[src/rtl/cradr_seq.sv]
// -----------------------------------------------------------------------------
// cradr_seq -- control-RAM address sequencer
//
// Produces the registered CRAM address (CRADR) once per unstalled cycle from
// the microinstruction jump field, an optional dispatch OR-field, a small
// CALL/RETURN stack and a page-fail trap that forces the address to all ones.
//
// Next-address priority: diagJump > force1777 > ret > default (J | dispatch).
//
// Optional feature: define CRADR_SEQ_DIAG_EN to build the diagnostic path
// (diagAdr load from EBUS, diagnostic jump, one-cycle EBUS readback of CRADR).
// Without it the diagnostic inputs are ignored and the EBUS outputs are tied 0.
//
// Ports
//   clk          sole clock, rising edge
//   resetN       asynchronous active-low reset
//   hold         stall; freezes sequencer state (diag load/readback still run)
//   J            jump field
//   dispEn       OR dispVal into the low bits of the next address
//   dispVal      dispatch value
//   call / ret   push current address / pop and return
//   force1777    page-fail trap: next address = all ones, push current address
//   diagLoad     load diagAdr from ebusIn[36-ADR_W:35]
//   diagJump     take diagAdr as next address
//   diagRead     request EBUS readback of CRADR on the next cycle
//   ebusIn       EBUS data, bit 0 is the MSB, bit 35 the LSB
//   CRADR        current CRAM address
//   sbrRet       stack top, 0 when the stack is empty
//   depth        stack occupancy
//   stackOvf     sticky overflow flag
//   stackUnf     sticky underflow flag
//   dispParity   registered XOR of {call, ret, dispEn, dispVal}
//   drivingEBUS  high while ebusOut carries readback data
//   ebusOut      readback data, CRADR right-justified at bit 35
// -----------------------------------------------------------------------------
module cradr_seq #(
    parameter int ADR_W       = 11,
    parameter int STACK_DEPTH = 8,
    parameter int DISP_W      = 5
) (
    input  logic                         clk,
    input  logic                         resetN,
    input  logic                         hold,
    input  logic [ADR_W-1:0]             J,
    input  logic                         dispEn,
    input  logic [DISP_W-1:0]            dispVal,
    input  logic                         call,
    input  logic                         ret,
    input  logic                         force1777,
    input  logic                         diagLoad,
    input  logic                         diagJump,
    input  logic                         diagRead,
    input  logic [0:35]                  ebusIn,
    output logic [ADR_W-1:0]             CRADR,
    output logic [ADR_W-1:0]             sbrRet,
    output logic [$clog2(STACK_DEPTH):0] depth,
    output logic                         stackOvf,
    output logic                         stackUnf,
    output logic                         dispParity,
    output logic                         drivingEBUS,
    output logic [0:35]                  ebusOut
);

    localparam int PTR_W = $clog2(STACK_DEPTH);
    localparam int DEP_W = PTR_W + 1;
    localparam logic [DEP_W-1:0] DEPTH_FULL = DEP_W'(STACK_DEPTH);

    // Sequencer state
    logic [ADR_W-1:0] cradr_reg;
    logic [ADR_W-1:0] stack_mem [STACK_DEPTH];
    logic [PTR_W-1:0] top_reg;      // index of the current top entry
    logic [DEP_W-1:0] depth_reg;
    logic             ovf_reg;
    logic             unf_reg;
    logic             parity_reg;

    // Decoded control for this cycle
    logic [ADR_W-1:0] adr_next;
    logic [ADR_W-1:0] disp_ext;
    logic [ADR_W-1:0] top_val;
    logic [PTR_W-1:0] top_inc;
    logic             stack_empty;
    logic             stack_full;
    logic             do_push;
    logic             do_pop;
    logic             do_replace;
    logic             set_unf;

`ifdef CRADR_SEQ_DIAG_EN
    logic [ADR_W-1:0] diag_adr_reg;
    logic             drive_reg;
    logic [0:35]      ebus_out_reg;
`endif

    assign disp_ext    = ADR_W'(dispVal);
    assign top_val     = stack_mem[top_reg];
    assign top_inc     = top_reg + 1'b1;
    assign stack_empty = (depth_reg == '0);
    assign stack_full  = (depth_reg == DEPTH_FULL);

    always_comb begin
        adr_next   = dispEn ? (J | disp_ext) : J;
        do_push    = 1'b0;
        do_pop     = 1'b0;
        do_replace = 1'b0;
        set_unf    = 1'b0;
        if (force1777) begin
            // Trap: save the faulting address; a concurrent ret is ignored.
            adr_next = '1;
            do_push  = 1'b1;
        end else if (ret) begin
            if (stack_empty) begin
                // Nothing to return to: fall through to J. A concurrent call
                // has no top entry to replace, so the stack is left untouched.
                adr_next = J;
                set_unf  = 1'b1;
            end else begin
                adr_next = top_val | J;
                if (call) begin
                    do_replace = 1'b1;
                end else begin
                    do_pop = 1'b1;
                end
            end
        end else if (call) begin
            do_push = 1'b1;
        end
`ifdef CRADR_SEQ_DIAG_EN
        // diagJump only steers the address; stack activity decoded above
        // still takes place.
        if (diagJump) begin
            adr_next = diag_adr_reg;
        end
`endif
    end

    always_ff @(posedge clk or negedge resetN) begin
        if (!resetN) begin
            cradr_reg  <= '0;
            top_reg    <= '0;
            depth_reg  <= '0;
            ovf_reg    <= 1'b0;
            unf_reg    <= 1'b0;
            parity_reg <= 1'b0;
            for (int i = 0; i < STACK_DEPTH; i++) begin
                stack_mem[i] <= '0;
            end
        end else if (!hold) begin
            cradr_reg  <= adr_next;
            parity_reg <= ^{call, ret, dispEn, dispVal};
            if (set_unf) begin
                unf_reg <= 1'b1;
            end
            if (do_push) begin
                // The ring wraps, so a push when full overwrites the oldest entry.
                stack_mem[top_inc] <= cradr_reg;
                top_reg            <= top_inc;
                if (stack_full) begin
                    ovf_reg <= 1'b1;
                end else begin
                    depth_reg <= depth_reg + 1'b1;
                end
            end else if (do_pop) begin
                top_reg   <= top_reg - 1'b1;
                depth_reg <= depth_reg - 1'b1;
            end else if (do_replace) begin
                stack_mem[top_reg] <= cradr_reg;
            end
        end
    end

    assign CRADR      = cradr_reg;
    assign sbrRet     = stack_empty ? '0 : top_val;
    assign depth      = depth_reg;
    assign stackOvf   = ovf_reg;
    assign stackUnf   = unf_reg;
    assign dispParity = parity_reg;

`ifdef CRADR_SEQ_DIAG_EN
    // Diagnostic load and readback run regardless of hold.
    always_ff @(posedge clk or negedge resetN) begin
        if (!resetN) begin
            diag_adr_reg <= '0;
            drive_reg    <= 1'b0;
            ebus_out_reg <= '0;
        end else begin
            if (diagLoad) begin
                diag_adr_reg <= ebusIn[36-ADR_W:35];
            end
            drive_reg    <= diagRead;
            ebus_out_reg <= diagRead ? {{(36-ADR_W){1'b0}}, cradr_reg} : '0;
        end
    end

    assign drivingEBUS = drive_reg;
    assign ebusOut     = ebus_out_reg;

    // Only the low ADR_W EBUS bits carry an address.
    logic unused_ebus_hi;
    assign unused_ebus_hi = ^ebusIn[0:35-ADR_W];
`else
    assign drivingEBUS = 1'b0;
    assign ebusOut     = '0;

    logic unused_diag;
    assign unused_diag = ^{diagLoad, diagJump, diagRead, ebusIn};
`endif

endmodule

[config.mk]
export PLATFORM = sky130hd
export DESIGN_NAME = cradr_seq
export DESIGN_NICKNAME = d
export VERILOG_FILES = /design/src/rtl/cradr_seq.sv
export SDC_FILE = /design/constraint.sdc
export NUM_CORES = 1
export LEC_CHECK = 0
export ABC_AREA = 1
export BUFFER_PORTS_ARGS = -buffer_cell sky130_fd_sc_hd__buf_4
export CAP_MARGIN = 20
export CORE_MARGIN = 2
export CORE_UTILIZATION = 26
export CTS_CLUSTER_DIAMETER = 50
export DETAILED_ROUTE_END_ITERATION = 10
export PLACE_DENSITY = 0.55
export SYNTH_ARGS = -nofsm -noshare
export SYNTH_HDL_FRONTEND = slang
export SYNTH_SLANG_ARGS = --single-unit
[constraint.sdc]
create_clock -name clk -period 2.5 [get_ports clk]
set_clock_uncertainty 0.05 [all_clocks]
set_input_delay 0.25 -clock clk [delete_from_list [all_inputs] [get_ports clk]]
set_output_delay 0.25 -clock clk [all_outputs]
set_load 0.1 [all_outputs]
==> results.json <==
{
  "status": "finished, final reports clean",
  "synth_compound_area_frac": 0.0337,
  "final_cell_mix": "nand2_1 (448), dfrtp_1 (105), nand3_1 (79)",
  "fillCellCount": 2651,
  "drive_above_1_share": 0.143,
  "path_cells": "buf_4 > buf_4 > nand4_1 > nand2_1 > nor2_1 > a21oi_2 > buf_4",
  "grt_pass1_wl_um": 30900,
  "min_path_type": "primary input to register",
  "clock_latency_ns": 0.36,
  "cp_slowest_cell": "dfrtp_1",
  "grt_pass1_vias": 5324,
  "largest_reg_flops": 88,
  "finalPower_mw": 11.7,
  "finalSetupViolCount": 0,
  "yosysTopAreaCell": "dfrtp_1",
  "die_area_sq_um": 25800,
  "synth_seq_area_share": 0.428,
  "slowest_delay_ns": 0.36,
  "cp_max_fo": 17,
  "initial_core_util": 0.264,
  "fin_ws_ns": 0.147,
  "drt_iter0_drc": 405,
  "cts_buffers": 9,
  "fmax_mhz": 425,
  "ys_ff_latch": 109,
  "wl_per_cell_um": 15.4,
  "via_per_inst": 4.57,
  "dr_total_vias": 5707,
  "route.detailed.drc": 0,
  "fp.dieH_um": 161,
  "grt_max_degree": 52,
  "p_leak_nw": 3.86,
  "rows": 57,
  "ys_types": 30,
  "synth-xor-area-share": 0.0110,
  "clkSinkCount": 109,
  "final_common_cell": "nand2_1",
  "first_pass_iters": 5,
  "clk_pin_slew_worst_paths_ns": 0.07,
  "synth_top_area_share": 0.428,
  "syn_area_sq_um": 6380,
  "cts_buffer_depth": 2,
  "gp_congestion": 0.798,
  "synthAdderAreaFrac": 0.0129,
  "finish.utilization": 0.303,
  "cp-start-kind": "register",
  "arrival_ns": 2.05,
  "final_nets": 987,
  "cellPowerDensity_nw_per_um2": 1600,
  "io_pins": 128,
  "wirelength_um": 19200,
  "crit_type": "register to primary output",
  "die_w_um": 161,
  "syn_inst": 893,
  "ant_nets": 0,
  "gr-total-overflow": 0,
  "grtUsageMet3": 0.0170,
  "multi_input_area_sq_um": 3110,
  "critPathBufInv": 3,
  "muxShareOfSynthArea": 0,
  "grt_util_met2": 0.235,
  "ir_drop_mv": 1.49,
  "cap_violations": 0,
  "io_buffers": 51,
  "synth_top_family_by_area": "simple AND/OR/NAND/NOR gates",
  "register_area_sq_um": 2730,
  "fin_tns_setup_ns": 0,
  "dp_hpwl_um": 12900,
  "cpMostUsedCell": "buf_4",
  "worst_pin_slew_ns": 0.636,
  "slew_violations": 0,
  "cts_tree": "done",
  "ys.warnings.count": 0,
  "stdcell_area_sq_um": 7330,
  "place_area_sq_um": 6970,
  "crit_required_ns": 2.20,
  "fin_crit_sh": 0.941,
  "met1_usage": 0.225,
  "antenna_found_initial": 1,
  "grt_usage": 0.154,
  "htree_num_levels": 3,
  "syn_to_final_growth_pct": 15.0,
  "cts_root_buffer": "clkbuf_16",
  "rsz0062_at_grt": "false",
  "core_sq_um": 24200,
  "crit_family": "buffers and inverters",
  "relSlewSlack": 0.576,
  "finalHoldViolations": 0,
  "synth_area_leaders": "dfrtp_1 (43%), nand2_1 (26%), buf_4 (6.2%)",
  "top_usage_layer": "met2",
  "antennaDiodeCount": 0,
  "period_minus_slack_ns": 2.35,
  "avgSynthCellArea_sq_um": 7.14,
  "cp-end-kind": "primary output",
  "synthSimpleGateAreaFrac": 0.400,
  "dp_slack_ns": 0.377
}
## path summary, 6_finish.rpt
path / cells after the start / startpoint / end / slack (ns)
min in group asynchronous: 2 / resetN / stackUnf / 0.39
max reg2reg: 9 / top_reg[0] / stack_mem[10] / 0.36
min: 3 / J[5] / CRADR[5] / 0.06
max: 7 / top_reg[1] / sbrRet[9] / 0.15
min reg2reg: 2 / stack_mem[52] / stack_mem[52] / 0.42
max in group asynchronous: 3 / resetN / stack_mem[52] / 1.29
## cell families after synthesis
group	after synthesis
other	1
DFF	109
buffers and inverters	126
adders and majority gates	6
xor gates and xnor gates	8
AOI/OAI and AO/OA	36
and+or+nand+nor	607
## synthesized netlist by cell type
| library cell | instances |
|---|---|
| a21oi_1 | 12 |
| ha_1 | 5 |
| nand2_4 | 2 |
| nand2_2 | 4 |
| nand3_1 | 79 |
| buf_1 | 5 |
| nand2_1 | 448 |
| o21bai_1 | 1 |
| nand3b_1 | 1 |
| inv_1 | 18 |
| o211ai_1 | 1 |
| a31o_2 | 1 |
| nand3_2 | 2 |
| dfrtp_1 | 109 |
| o21ai_0 | 10 |
| nor2_1 | 19 |
| o22ai_1 | 6 |
| fa_1 | 1 |
| clkbuf_1 | 23 |
| inv_2 | 5 |
| buf_6 | 4 |
| buf_2 | 18 |
| xnor2_1 | 2 |
| nand4_1 | 50 |
| xor2_1 | 6 |
| nor2_2 | 1 |
| nor2_4 | 1 |
| conb_1 | 1 |
| buf_4 | 53 |
| o21ai_2 | 5 |
## report_power, final
group	total, mW	internal (mW)	leakage (nW)	switching (mW)
Clock	1.67	0.981	0.163	0.688
Sequential	3.19	2.59	1.29	0.600
Combinational	6.88	1.75	2.41	5.13
## routing by layer
layer | share of wire | vias up
li1 | - | 2820
met1 | 0.48 | 2706
met2 | 0.46 | 161
met3 | 0.049 | 20
met4 | 0.018 | 0
met5 | 0 | -
## worst register-to-register path, delay by kind of cell, from the launching register on
family          cells  cell delay (ns)
buf+inv             2             0.30
fa+ha+maj           1             0.26
compound gates      1             0.15
flops               1             0.41
simple gates        5             0.87
## through the flow
step	std cells	hold WS [ns]
floorplan	929	-0.0956
global placement	1231	0.263
detailed placement	1231	0.256
CTS	1248	0.0554
global route	1248	0.0664
finish	1248	0.0646
## layout make-up
class / count / share of cell area
Clock buffer: 10 / 0.0312
Clock inverter: 6 / 0.0152
Inverter: 23 / 0.0118
Multi-Input combinational cell: 694 / 0.424
Sequential cell: 109 / 0.373
Tap cell: 324 / 0.0553
Timing Repair Buffer: 82 / 0.0898
## what timing repair did
| action | in CTS | in global routing |
|---|---|---|
| resized for setup | 0 | 4 |
| setup endpoints to repair | 0 | 5 |
| hold endpoints to repair | 44 | 0 |
| hold buffers | 1 | 0 |
| setup buffers | 0 | 0 |
(Power assumes the default switching activity.)
